<file path="src/rtl/fpga_ccff_fabric_pkg.sv">
// -----------------------------------------------------------------------------
// fpga_ccff_fabric_pkg
//   Shared constants for the fabric configuration-chain core: the default
//   fabric sizes and the layout of the per-pad control fields at the head of
//   the configuration chain.
// -----------------------------------------------------------------------------
package fpga_ccff_fabric_pkg;

  // Default fabric dimensions.
  localparam int DEFAULT_FPGA_IO_SIZE        = 24;
  localparam int DEFAULT_FPGA_BITSTREAM_SIZE = 1966;

  // Each pad owns PAD_STRIDE consecutive chain bits starting at PAD_STRIDE*i.
  localparam int PAD_STRIDE    = 3;
  localparam int PAD_DIR_OFS   = 0;  // 1 = fabric drives the pad
  localparam int PAD_SEL_OFS   = 1;  // 1 = loop back SOC_IN, 0 = constant
  localparam int PAD_CONST_OFS = 2;  // constant level when sel = 0

  // Chain index of a given field of pad i.
  function automatic int pad_bit(input int pad, input int ofs);
    return pad * PAD_STRIDE + ofs;
  endfunction

endpackage

</file>
<file path="src/rtl/fpga_ccff_fabric_ccff.sv">
// -----------------------------------------------------------------------------
// ccff_chain
//   Parameterised N-bit serial configuration shift register.
//   Ports:
//     prog_clk      : rising-edge clock
//     pReset        : asynchronous active-high clear of every chain bit
//     config_enable : 1 = shift one position per edge, 0 = hold
//     ccff_head     : serial data in, captured into cc[0]
//     cc[0:N-1]     : parallel view of the chain
//     ccff_tail     : serial data out, equal to cc[N-1]
//   N must be at least 2 (the fabric always satisfies this).
// -----------------------------------------------------------------------------
module ccff_chain #(
  parameter int N = 1966
) (
  input  logic         prog_clk,
  input  logic         pReset,
  input  logic         config_enable,
  input  logic         ccff_head,
  output logic [0:N-1] cc,
  output logic         ccff_tail
);

  // With an ascending range the leftmost concatenation element lands in cc[0],
  // so this moves every bit one index up and inserts the head at the bottom.
  always_ff @(posedge prog_clk or posedge pReset) begin
    if (pReset) begin
      cc <= '0;
    end else if (config_enable) begin
      cc <= {ccff_head, cc[0:N-2]};
    end
  end

  assign ccff_tail = cc[N-1];

endmodule

</file>
<file path="src/rtl/fpga_ccff_fabric.sv">
// -----------------------------------------------------------------------------
// fpga_ccff_fabric
//   Configuration-chain core of the embedded FPGA fabric. Holds the bitstream
//   in one serial chain and decodes the first 3*FPGA_IO_SIZE bits into the
//   SoC-facing pad controls.
//   Ports:
//     prog_clk, pReset, config_enable, ccff_head, ccff_tail : chain load path
//     IO_ISOL_N                       : active-low pad isolation
//     gfpga_pad_sofa_plus_io_SOC_IN   : pad input values
//     gfpga_pad_sofa_plus_io_SOC_OUT  : pad output values
//     gfpga_pad_sofa_plus_io_SOC_DIR  : pad direction (1 = input/high-Z)
//     reset, clk, Test_en             : reserved, not used by this core
//   FPGA_BITSTREAM_SIZE must be >= 3*FPGA_IO_SIZE.
// -----------------------------------------------------------------------------
module fpga_ccff_fabric
  import fpga_ccff_fabric_pkg::*;
#(
  parameter int FPGA_IO_SIZE        = DEFAULT_FPGA_IO_SIZE,
  parameter int FPGA_BITSTREAM_SIZE = DEFAULT_FPGA_BITSTREAM_SIZE
) (
  input  logic                    prog_clk,
  input  logic                    pReset,
  input  logic                    config_enable,
  input  logic                    ccff_head,
  output logic                    ccff_tail,
  input  logic                    IO_ISOL_N,
  input  logic [0:FPGA_IO_SIZE-1] gfpga_pad_sofa_plus_io_SOC_IN,
  output logic [0:FPGA_IO_SIZE-1] gfpga_pad_sofa_plus_io_SOC_OUT,
  output logic [0:FPGA_IO_SIZE-1] gfpga_pad_sofa_plus_io_SOC_DIR,
  input  logic                    reset,
  input  logic                    clk,
  input  logic                    Test_en
);

  logic [0:FPGA_BITSTREAM_SIZE-1] cc;
  logic                           isolated;

  ccff_chain #(
    .N (FPGA_BITSTREAM_SIZE)
  ) u_chain (
    .prog_clk      (prog_clk),
    .pReset        (pReset),
    .config_enable (config_enable),
    .ccff_head     (ccff_head),
    .cc            (cc),
    .ccff_tail     (ccff_tail)
  );

  // Pads are parked (input, driving 0) whenever the chain is moving, since
  // the decoded fields are meaningless mid-load, or when isolation is asked.
  assign isolated = ~IO_ISOL_N | config_enable;

  for (genvar i = 0; i < FPGA_IO_SIZE; i++) begin : g_pad
    logic pad_dir;
    logic pad_sel;
    logic pad_const;

    assign pad_dir   = cc[pad_bit(i, PAD_DIR_OFS)];
    assign pad_sel   = cc[pad_bit(i, PAD_SEL_OFS)];
    assign pad_const = cc[pad_bit(i, PAD_CONST_OFS)];

    always_comb begin
      gfpga_pad_sofa_plus_io_SOC_DIR[i] = 1'b1;
      gfpga_pad_sofa_plus_io_SOC_OUT[i] = 1'b0;
      if (!isolated) begin
        gfpga_pad_sofa_plus_io_SOC_DIR[i] = ~pad_dir;
        if (pad_dir) begin
          // Loopback reads the pad mirrored across the I/O ring.
          gfpga_pad_sofa_plus_io_SOC_OUT[i] = pad_sel
            ? gfpga_pad_sofa_plus_io_SOC_IN[FPGA_IO_SIZE-1-i]
            : pad_const;
        end
      end
    end
  end : g_pad

  // Reserved mode inputs and the opaque fabric part of the chain have no
  // function in this core.
  logic unused_sig;
  assign unused_sig = ^{reset, clk, Test_en, cc};

endmodule

</file>
<file path="config.mk">
export PLATFORM = sky130hd
export DESIGN_NAME = fpga_ccff_fabric
export DESIGN_NICKNAME = d
export VERILOG_FILES = /design/src/rtl/fpga_ccff_fabric_pkg.sv /design/src/rtl/fpga_ccff_fabric_ccff.sv /design/src/rtl/fpga_ccff_fabric.sv
export SDC_FILE = /design/constraint.sdc
export NUM_CORES = 2
export LEC_CHECK = 0
export CORE_ASPECT_RATIO = 1.2
export CORE_MARGIN = 2
export CORE_UTILIZATION = 40
export CTS_BUF_LIST = sky130_fd_sc_hd__clkbuf_16
export DETAILED_ROUTE_END_ITERATION = 12
export MAX_ROUTING_LAYER = met4
export PLACE_DENSITY = 0.58
export SETUP_SLACK_MARGIN = 0.05
export SKIP_LAST_GASP = 1
export SYNTH_ARGS = -nofsm -noshare
export SYNTH_HDL_FRONTEND = slang
export SYNTH_SLANG_ARGS = --single-unit
</file>
<file path="constraint.sdc">
create_clock -name prog_clk -period 62.5 [get_ports prog_clk]
set_input_delay 9.375 -clock prog_clk [delete_from_list [all_inputs] [get_ports prog_clk]]
set_output_delay 9.375 -clock prog_clk [all_outputs]
set_load 0.02 [all_outputs]
</file>
Word level (Yosys, flattened, before mapping)
Index checks and enable logic that the tools add are counted.
Word-level totals
  register bits after elaboration: 1966
  output and inout bits: 49
  word-level logic and storage cells: 123
Cells by class
  multiplexer cells: 96
  bitwise gates (word level): 26
Operator list (count)
  1-bit two-way mux: 96
  1-bit NOT: 25
  1-bit OR: 1

Longest topological paths before layout
  depth after elaboration: 3
  mapped depth: 6
  mapped depth without buffers: 2

Cells and area by module
From an unflattened synthesis, not the netlist that was laid out.
Unflattened totals
  cells, all modules: 4229
  area, all modules: 74199.9 sq um
By module, submodules not included
  ccff_chain: instances 1, cells an instance 4153, area an instance 73656.9 sq um, sequential area each 49197.2 sq um
  fpga_ccff_fabric: instances 1, cells an instance 76, area an instance 543.0 sq um, sequential area each 0.0 sq um

Least setup slack after synthesis
OpenSTA, ideal clock, no wires.
  path kind: input-to-output
  start: input config_enable
  end: output gfpga_pad_sofa_plus_io_SOC_OUT[0] (netlist bit)
  data arrival time: 10568 ps
  required time: 53125 ps
  slack: 42557 ps
  stages on the path: 6
  buffers on the path: 4
  cell sequence: buf_4 -> buf_6 -> buf_6 -> buf_6 -> nand3b_1 -> nor2_1
On the way
  cells in the longest elaborated chain, start to end: 2
RTL lines
  from (decl): RTL line fpga_ccff_fabric.sv:23  | input logic config_enable,
  1-bit OR: RTL line fpga_ccff_fabric.sv:51  | assign isolated = ~IO_ISOL_N | config_enable;
  1-bit two-way mux: RTL line fpga_ccff_fabric.sv:65  | if (!isolated) begin
  to (decl): RTL line fpga_ccff_fabric.sv:28  | output logic [0:FPGA_IO_SIZE-1] gfpga_pad_sofa_plus_io_SOC_OUT,
Every way passes these cells.

Worst setup path after layout
  start: input config_enable
  end: output gfpga_pad_sofa_plus_io_SOC_DIR[12] (netlist bit)
On the way
  cells in the longest elaborated chain, start to end: 2
RTL lines
  1-bit OR: RTL line fpga_ccff_fabric.sv:51
  1-bit two-way mux: RTL line fpga_ccff_fabric.sv:65
  to (decl): RTL line fpga_ccff_fabric.sv:29  | output logic [0:FPGA_IO_SIZE-1] gfpga_pad_sofa_plus_io_SOC_DIR,
Every way passes these cells.

==> impl_metrics.csv <==
group,metric,value,unit
outcome,status,"finished clean",
synth,syn-num-nets,4260,
power_and_ir_drop,power_density,30.1,nW/um2
worst_setup_path,r2r_start,"u_chain.cc[54]",
die,io_pins,81,
timing,rsz0062_at_grt,"false",
cts,h-tree-depth,4,
cts,cts_inserted_buffers,198,
power_and_ir_drop,clkPwrFrac,0.444,
global_route,overflow,0,
worst_setup_path,reg2reg_depth,1,
detailed_routing,initialDrtViolationCount,1524,
detailed_routing,wire_per_inst,13.3,um
cts,clk_latency,0.80,ns
cells_and_area,finish.utilization,0.449,
die,num_rows,172,
cells_and_area,largest_reg_flops,1966,
placement,dp.final_hpwl,49200,um
cts,cts-root-buf,"clkbuf_16",
die,coreArea,183000,um2
power_and_ir_drop,p_int,1.94,mW
synth,synth_top_cell_by_area,"dfrtp_1",
worst_setup_path,required,53.12,ns
cts,cts_tree,"done",
cts,cts_setup_buffers,0,
cells_and_area,drive_gt1_frac,0.508,
cts,cts_buffer_depth,3,
power_and_ir_drop,pwr-share-seq,0.521,
global_route,grt_start_max_net_pins,207,
power_and_ir_drop,p_comb_frac,0.035,
worst_hold_path,min_path_type,"reg2reg",
power_and_ir_drop,power.net_switching,538,uW
timing,fin_skew,0.0245,ns
worst_setup_path,end_kind,"primary output",
cts,post_cts_resized,0,
worst_setup_path,cp_data_arrival_time,12.16,ns
detailed_routing,finalWirelength,92200,um
synth,ys_ff_latch,1966,
timing,drv_slew,0,
synth,synth_warnings,0,
power_and_ir_drop,total_power,2.48,mW
die,die_h,474,um
synth,synth_top_cell_area_share,0.667,
worst_setup_path,start_kind,"primary input",
power_and_ir_drop,netSwitchingFraction,0.217,
timing,hold_ws,0.480,ns
timing,slew_headroom,0.242,
die,start_util,0.403,
cells_and_area,top_regs,"u_chain.cc (1966)",
timing,worstMarginPinSlew,1.14,ns
global_route,grt_antenna_before_repair,4,
power_and_ir_drop,ir_worst_vdd,25.4,uV
timing,tns,0,ns
cts,path_clk_slew,0.06,ns
synth,avgSynthCellArea,17.4,um2
placement,placed_area,76100,um2
placement,gpl.final_weighted_congestion,0.670,
cells_and_area,finalNetCount,4358,
global_route,grt_pass1_wl,168000,um
timing,period_share,0.345,
detailed_routing,vias,33000,
synth,ys_top_cells_by_area,"dfrtp_1 (67%), mux2_2 (30%), buf_6 (1.9%)",
synth,synth_cell_type_count,10,
die,die-area,188000,um2
synth,synth_cells,4228,
worst_setup_path,reg2reg_slack,61.45,ns
timing,clock.fmax,46.4,MHz
cells_and_area,largest_register,"u_chain.cc",
run,maxCapViolations,0,
die,fp.dieW,396,um
worst_setup_path,critPathMaxFanout,163,
synth,synthesis.area,73700,um2
cts,clock-sinks,1966,
detailed_routing,antenna_left,0,
cells_and_area,area_growth_syn_to_layout,11.5,%
power_and_ir_drop,leakage,42.2,nW
cells_and_area,final_cell_mix,"mux2_2 (1966), dfrtp_1 (1966), clkbuf_16 (199)",
global_route,grt_util_all_layers,0.106,
timing,finalSetupViolCount,0,
worst_setup_path,r2r-end,"u_chain.cc[55]",
placement,port_buffers,77,
global_route,grt_pass1_vias,35900,
timing,period_minus_slack,21.53,ns
timing,hold_viol,0,
worst_setup_path,endpoint,"gfpga_pad_sofa_plus_io_SOC_DIR[12]",
cells_and_area,final_area,82200,um2
worst_setup_path,path_class,"in2out",
detailed_routing,drtPass1Iterations,4,
cells_and_area,fill_cells,16000,
detailed_routing,post-route-drc-count,0,
cts,hold_buffers,0,
cells_and_area,antenna_cells,0,
synth,yosysSeqAreaShare,0.667,
detailed_routing,vias_per_cell,4.77,
worst_setup_path,crit_start,"config_enable",
[worst max-delay path: stages]
cell and delay (ns):
buf_16 0.38, buf_4 0.67, buf_12 0.48, nand3b_1 0.21, clkdlybuf4s50_1 0.65
[synthesized netlist by cell type, drive strengths merged]
master     n
nor2      24
clkbuf     4
dfrtp   1966
nand3b    24
buf      219
mux2    1966
mux2i     24
inv        1
[power groups by stage]
stage	clock, mW	sequential (mW)	combinational, mW
6_report	1.10	1.29	0.0866
5_1_grt	1.21	1.29	0.0976
4_1_cts	1.15	1.29	0.0906
3_5_place_dp	0	1.31	0.0902
3_3_place_gp	0	1.31	0.0888
2_1_floorplan	0	1.31	0.0777
[area by class of cell]
type / count / area (um2) / area share
Sequential cell: 1966 / 49200 / 0.598
Multi-Input combinational cell: 2038 / 22600 / 0.275
Clock buffer: 199 / 4980 / 0.0606
Tap cell: 2436 / 3050 / 0.0371
Timing Repair Buffer: 121 / 1210 / 0.0148
Clock inverter: 165 / 1140 / 0.0139
Inverter: 1 / 7.51 / 0.0000913
[cell families after synthesis]
logic type,Yosys count,synth area share
flip-flops,1966,0.667
AND/OR/NAND/NOR,48,0.00367
buffers and inverters,224,0.0256
multiplexers,1990,0.304
[routing by layer]
layer,GRT usage,up-vias,share of wire
met1,0.132,17300,0.47
li1,-,15200,-
met5,-,-,0
met2,0.169,293,0.47
met4,0.0389,0,0.026
met3,0.0236,203,0.036
[through the flow]
step,cells,setup slack (ns)
after floorplan,4228,25.83
after global placement,6562,40.97
after detailed placement,6562,40.95
after CTS,6926,40.94
after global routing,6926,40.79
final,6926,40.97
[worst min-delay path by stage]
stage | startpoint | endpoint | slack (ns) | cells after the start
CTS | u_chain.cc[1635] | u_chain.cc[1636] | 0.48 | 1
detailed placement | u_chain.cc[1836] | u_chain.cc[1837] | 0.49 | 1
global placement | u_chain.cc[313] | u_chain.cc[314] | 0.48 | 1
floorplan | u_chain.cc[1000] | u_chain.cc[1000] | 0.47 | 1
global route | u_chain.cc[909] | u_chain.cc[910] | 0.50 | 1
finish | u_chain.cc[1595] | u_chain.cc[1596] | 0.48 | 1
Power figures use the tool's default switching activity.
